### config.mk
export PLATFORM = sky130hd
export DESIGN_NAME = fetch_stage_flat
export DESIGN_NICKNAME = d
export VERILOG_FILES = /design/src/rtl/fetch_stage_if.sv /design/src/rtl/fetch_stage.sv /design/src/flat_wrapper.sv
export SDC_FILE = /design/constraint.sdc
export NUM_CORES = 1
export LEC_CHECK = 0
export ABC_AREA = 0
export CAP_MARGIN = 10
export CORE_MARGIN = 1
export CORE_UTILIZATION = 50
export CTS_CLUSTER_DIAMETER = 50
export DETAILED_ROUTE_END_ITERATION = 6
export GPL_TIMING_DRIVEN = 0
export PLACE_DENSITY_LB_ADDON = 0.2
export SYNTH_ARGS = -nofsm -noshare
export SYNTH_HDL_FRONTEND = slang
export SYNTH_SLANG_ARGS = --single-unit
### constraint.sdc
create_clock -name iClk -period 6.4 [get_ports iClk]
set_input_delay 0.96 -clock iClk [delete_from_list [all_inputs] [get_ports iClk]]
set_output_delay 0.96 -clock iClk [all_outputs]
set_load 0.01 [all_outputs]
### src/rtl/fetch_stage_if.sv
// ---------------------------------------------------------------------------
// fetch_stage_if
// Groups the fetch-stage control inputs, the instruction-ROM port and the
// F/D pipeline-register outputs into one bundle.
//   master : the surrounding core / hazard unit / ROM (drives controls and iInstrF)
//   slave  : fetch_stage itself (drives PC, F/D fields, flags and counter)
// Signals:
//   iStall, iFlushD, iPCSrcE, iPCTargetE  hazard / redirect controls
//   oPCF, iInstrF                         instruction ROM address / data
//   oInstrD, oPCD, oPCPlus4D, oValidD     F/D register contents
//   oMisalignedTarget, oFetchCount        status
// ---------------------------------------------------------------------------
interface fetch_stage_if;
    logic        iStall;
    logic        iFlushD;
    logic        iPCSrcE;
    logic [31:0] iPCTargetE;
    logic [31:0] oPCF;
    logic [31:0] iInstrF;
    logic [31:0] oInstrD;
    logic [31:0] oPCD;
    logic [31:0] oPCPlus4D;
    logic        oValidD;
    logic        oMisalignedTarget;
    logic [31:0] oFetchCount;

    modport master (
        output iStall, iFlushD, iPCSrcE, iPCTargetE, iInstrF,
        input  oPCF, oInstrD, oPCD, oPCPlus4D, oValidD, oMisalignedTarget, oFetchCount
    );

    modport slave (
        input  iStall, iFlushD, iPCSrcE, iPCTargetE, iInstrF,
        output oPCF, oInstrD, oPCD, oPCPlus4D, oValidD, oMisalignedTarget, oFetchCount
    );
endinterface

### src/rtl/fetch_stage.sv
// ---------------------------------------------------------------------------
// fetch_stage
// Fetch-stage control and F/D pipeline register of the RV32I core. Owns the
// program counter, presents it to the combinational instruction ROM, and
// captures the returned word together with its PC and PC+4 for decode.
// Ports:
//   iClk  : clock, all state changes on the rising edge
//   iRst  : synchronous active-high reset
//   bus   : fetch_stage_if.slave (controls, ROM port, F/D outputs, status)
// Parameters:
//   RESET_PC  : word-aligned PC loaded on reset
//   NOP_INSTR : bubble word placed in F/D (addi x0,x0,0)
// Every output comes straight from a register.
// ---------------------------------------------------------------------------
module fetch_stage #(
    parameter logic [31:0] RESET_PC  = 32'h0000_0000,
    parameter logic [31:0] NOP_INSTR = 32'h0000_0013
) (
    input  logic          iClk,
    input  logic          iRst,
    fetch_stage_if.slave  bus
);

    logic [31:0] pc_q,       pc_d;
    logic [31:0] fd_instr_q, fd_instr_d;
    logic [31:0] fd_pc_q,    fd_pc_d;
    logic [31:0] fd_pc4_q,   fd_pc4_d;
    logic        fd_valid_q, fd_valid_d;
    logic        mis_q,      mis_d;
    logic [31:0] cnt_q,      cnt_d;
    logic [31:0] pc_plus4_s;

    assign pc_plus4_s = pc_q + 32'd4;

    // Next-state selection for the PC, the F/D register and the status flags.
    always_comb begin
        pc_d       = pc_q;
        fd_instr_d = fd_instr_q;
        fd_pc_d    = fd_pc_q;
        fd_pc4_d   = fd_pc4_q;
        fd_valid_d = fd_valid_q;
        cnt_d      = cnt_q;
        mis_d      = 1'b0;

        // A redirect wins over a stall; the low target bits are dropped.
        if (bus.iPCSrcE) begin
            pc_d  = {bus.iPCTargetE[31:2], 2'b00};
            mis_d = (bus.iPCTargetE[1:0] != 2'b00);
        end else if (!bus.iStall) begin
            pc_d = pc_plus4_s;
        end else begin
            pc_d = pc_q;
        end

        // The redirect also bubbles F/D so the wrong-path word never reaches decode.
        if (bus.iFlushD || bus.iPCSrcE) begin
            fd_instr_d = NOP_INSTR;
            fd_pc_d    = 32'h0000_0000;
            fd_pc4_d   = 32'h0000_0000;
            fd_valid_d = 1'b0;
        end else if (!bus.iStall) begin
            fd_instr_d = bus.iInstrF;
            fd_pc_d    = pc_q;
            fd_pc4_d   = pc_plus4_s;
            fd_valid_d = 1'b1;
            cnt_d      = cnt_q + 32'd1;
        end else begin
            fd_instr_d = fd_instr_q;
        end
    end

    // State registers with synchronous reset to the bubble / reset PC.
    always_ff @(posedge iClk) begin
        if (iRst) begin
            pc_q       <= RESET_PC;
            fd_instr_q <= NOP_INSTR;
            fd_pc_q    <= 32'h0000_0000;
            fd_pc4_q   <= 32'h0000_0000;
            fd_valid_q <= 1'b0;
            mis_q      <= 1'b0;
            cnt_q      <= 32'h0000_0000;
        end else begin
            pc_q       <= pc_d;
            fd_instr_q <= fd_instr_d;
            fd_pc_q    <= fd_pc_d;
            fd_pc4_q   <= fd_pc4_d;
            fd_valid_q <= fd_valid_d;
            mis_q      <= mis_d;
            cnt_q      <= cnt_d;
        end
    end

    assign bus.oPCF              = pc_q;
    assign bus.oInstrD           = fd_instr_q;
    assign bus.oPCD              = fd_pc_q;
    assign bus.oPCPlus4D         = fd_pc4_q;
    assign bus.oValidD           = fd_valid_q;
    assign bus.oMisalignedTarget = mis_q;
    assign bus.oFetchCount       = cnt_q;

endmodule

### src/flat_wrapper.sv
// flat-port wrapper written by rule: the top's interface ports become plain ports
module fetch_stage_flat 
#(
    parameter logic [31:0] RESET_PC  = 32'h0000_0000,
    parameter logic [31:0] NOP_INSTR = 32'h0000_0013
)
  (iClk, iRst, bus_iStall, bus_iFlushD, bus_iPCSrcE, bus_iPCTargetE, bus_iInstrF, bus_oPCF, bus_oInstrD, bus_oPCD, bus_oPCPlus4D, bus_oValidD, bus_oMisalignedTarget, bus_oFetchCount);
  fetch_stage_if bus_i ();
  input  logic iClk;
  input  logic iRst;
  input wire logic [$bits(bus_i.iStall)-1:0] bus_iStall;
  input wire logic [$bits(bus_i.iFlushD)-1:0] bus_iFlushD;
  input wire logic [$bits(bus_i.iPCSrcE)-1:0] bus_iPCSrcE;
  input wire logic [$bits(bus_i.iPCTargetE)-1:0] bus_iPCTargetE;
  input wire logic [$bits(bus_i.iInstrF)-1:0] bus_iInstrF;
  output wire logic [$bits(bus_i.oPCF)-1:0] bus_oPCF;
  output wire logic [$bits(bus_i.oInstrD)-1:0] bus_oInstrD;
  output wire logic [$bits(bus_i.oPCD)-1:0] bus_oPCD;
  output wire logic [$bits(bus_i.oPCPlus4D)-1:0] bus_oPCPlus4D;
  output wire logic [$bits(bus_i.oValidD)-1:0] bus_oValidD;
  output wire logic [$bits(bus_i.oMisalignedTarget)-1:0] bus_oMisalignedTarget;
  output wire logic [$bits(bus_i.oFetchCount)-1:0] bus_oFetchCount;
  assign bus_i.iStall = bus_iStall;
  assign bus_i.iFlushD = bus_iFlushD;
  assign bus_i.iPCSrcE = bus_iPCSrcE;
  assign bus_i.iPCTargetE = bus_iPCTargetE;
  assign bus_i.iInstrF = bus_iInstrF;
  assign bus_oPCF = bus_i.oPCF;
  assign bus_oInstrD = bus_i.oInstrD;
  assign bus_oPCD = bus_i.oPCD;
  assign bus_oPCPlus4D = bus_i.oPCPlus4D;
  assign bus_oValidD = bus_i.oValidD;
  assign bus_oMisalignedTarget = bus_i.oMisalignedTarget;
  assign bus_oFetchCount = bus_i.oFetchCount;
  fetch_stage #(.RESET_PC(RESET_PC), .NOP_INSTR(NOP_INSTR)) u_core (.iClk(iClk), .iRst(iRst), .bus(bus_i));
endmodule
==> results.json <==
{
  "status": "finished, final reports clean",
  "synth_edf_count": 0,
  "startpoint_type": "primary input",
  "path_class": "in -> reg",
  "cts_root_buf": "clkbuf_16",
  "crit_required_ns": 6.69,
  "worstPathMaxFanout": 10,
  "htreeDepth": 4,
  "drive_gt1_share_pct": 6.85,
  "crit_chain": "clkdlybuf4s50_1, clkbuf_1, clkbuf_1, clkbuf_1, mux2i_1, nor2_1",
  "numCtsBuffers": 17,
  "crit_arrival_ns": 3.41,
  "gr-total-overflow": 0,
  "dp.final_hpwl_mm": 15.9,
  "critPathSlowestCell": "clkbuf_1",
  "drc": 0,
  "vias_per_cell": 5.78,
  "timing.final.crit_share_pct": 48.7,
  "slowest_delay_ns": 0.70,
  "fin_setup_tns_ns": 0,
  "max_freq_mhz": 321,
  "mostFrequentLayoutCells": "223 x clkdlybuf4s50_1, 156 x dfxtp_1, 106 x nor2_1",
  "tightest_slew_ns": 1.06,
  "coreArea_um2": 13800,
  "cts_sinks": 156,
  "grt_pass1_vias": 6757,
  "avgSynthCellArea_um2": 8.77,
  "cap_violations": 0,
  "rsz0062_at_grt": "false",
  "cts_buffer_depth": 2,
  "synthTopCellsByArea": "dfxtp_1 44%, mux2i_1 8.2%, nor2_1 5.6%",
  "fin_skew_ns": 0.00851,
  "synth_top_area_cell": "dfxtp_1",
  "die_y_um": 121,
  "hp-class": "reg -> reg",
  "track_usage_pct": 30.4,
  "slew_headroom_pct": 28.7,
  "syn_area_um2": 7060,
  "io_buffers": 223,
  "synth_seq_cells": 156,
  "dieArea_um2": 14600,
  "antenna_found_initial": 0,
  "io-pin-count": 231,
  "rows": 43,
  "cts_resized": 0,
  "dr.pass1.iters": 7,
  "finalCriticalPeriod_ns": 3.12,
  "hold_viol": 0,
  "placed_area_um2": 9540,
  "whs_ns": 0.461,
  "setup_ws_ns": 3.28,
  "cts_setup_buffers": 0,
  "synthFlopType": "dfxtp_1",
  "initial_core_util_pct": 51.1,
  "final_common_cell": "clkdlybuf4s50_1",
  "end_kind": "flip-flop",
  "crit_top_cell": "clkbuf_1",
  "vdd_drop_max_v": 0.000146,
  "p_leak_nw": 3.62,
  "nets": 1124,
  "antenna_cells": 0,
  "synth_top_area_share_pct": 44.2,
  "vias": 7197,
  "cts.clk_slew.worst_paths_ns": 0.06,
  "hold_buffers": 0,
  "ys_async_sr_fraction_pct": 0,
  "yosysWarnings": 0,
  "synth_cell_types": 47,
  "die_w_um": 121,
  "finalPower_w": 0.00234,
  "setup_viol": 0,
  "drv_slew": 0,
  "cts_tree": "done",
  "place_ws_ns": 2.93,
  "grt_max_degree": 17,
  "ant_nets": 0,
  "wl_per_cell_um": 17.8,
  "grt_pass1_wl_mm": 34.4,
  "syn-instance-count": 805,
  "n_fill_cell": 1091,
  "first_iter_violations": 547,
  "power_density_nw_per_um2": 230,
  "clk_latency_ns": 0.43,
  "yosysSeqAreaShare_pct": 44.2,
  "area_growth_pct": 44.1,
  "gp_congestion": 0.916,
  "design_area_um2": 10200,
  "drt_wl_total_mm": 22.2
}
## power by group
group	switching, W	total (W)	internal (W)	leakage, nW
clock network	0.000406	0.00107	0.000666	0.298
logic	0.000126	0.000251	0.000126	2.06
registers	0.0000262	0.00102	0.000995	1.27
## sequential cells by signal (all words and copies together), names as in the netlist
| signal | flops |
|---|---|
| u_core.bus.oInstrD | 32 |
| u_core.bus.oPCD | 30 |
| u_core.bus.oPCF | 30 |
| u_core.bus.oPCPlus4D | 30 |
| u_core.bus.oMisalignedTarget | 1 |
| u_core.bus.oValidD | 1 |
| u_core.bus.oFetchCount | 32 |
## final cells by class
cell class                      count  area [um2]  share of cell area, %
Buffer                             71         308                   3.02
Clock buffer                       23         498                   4.89
Clock inverter                      9         134                   1.32
Inverter                           20        75.1                  0.738
Multi-Input combinational cell    563        3580                   35.1
Sequential cell                   156        3120                   30.7
Tap cell                          180         225                   2.21
Timing Repair Buffer              224        2240                   22.0
## worst paths after layout
check | startpoint | to | slack [ns] | depth (start not counted)
max | bus_iStall | u_core.bus.oPCD[10] | 3.28 | 6
max reg2reg | u_core.bus.oPCF[2] | u_core.bus.oPCF[22] | 3.74 | 5
min reg2reg | u_core.bus.oValidD | u_core.bus.oValidD | 0.46 | 1
min | u_core.bus.oValidD | u_core.bus.oValidD | 0.46 | 1
## through the flow
step                instances  util [%]
floorplan                 810         -
CTS                      1245      73.6
global placement         1213      69.0
global route             1246      73.6
detailed placement       1213      69.0
finish                   1246      73.6
## critical path: cells and delay by family
kind,cells,cell delay [ns]
mux,1,0.27
simple gates,1,0.05
buf+inv,4,2.12
## cells in the mapped netlist, types with 20 or more instances
cell / number
a211oi_1: 27
a21oi_1: 40
and4_1: 21
clkbuf_1: 44
dfxtp_1: 156
inv_1: 20
mux2i_1: 58
nand2_1: 45
nor2_1: 106
nor3_1: 33
o21ai_0: 36
xnor2_1: 20
## kinds of logic after synthesis
group                      Yosys count  synth area share, %
DFF                                156                 44.2
and+or+nand+nor                    312                 23.4
AOI/OAI and AO/OA                  145                 13.0
muxes                               69                 9.97
other                                1               0.0531
xor gates and xnor gates            29                 3.60
adders and majority gates            2                0.354
buffers and inverters               91                 5.42
## routing by layer
metal  track usage, %  part of all wire [%]
met5                0                     0
met4             15.6                   3.5
met3             8.69                   9.5
met2             50.0                    46
met1             36.1                    40
Power figures use the tool's default switching activity.
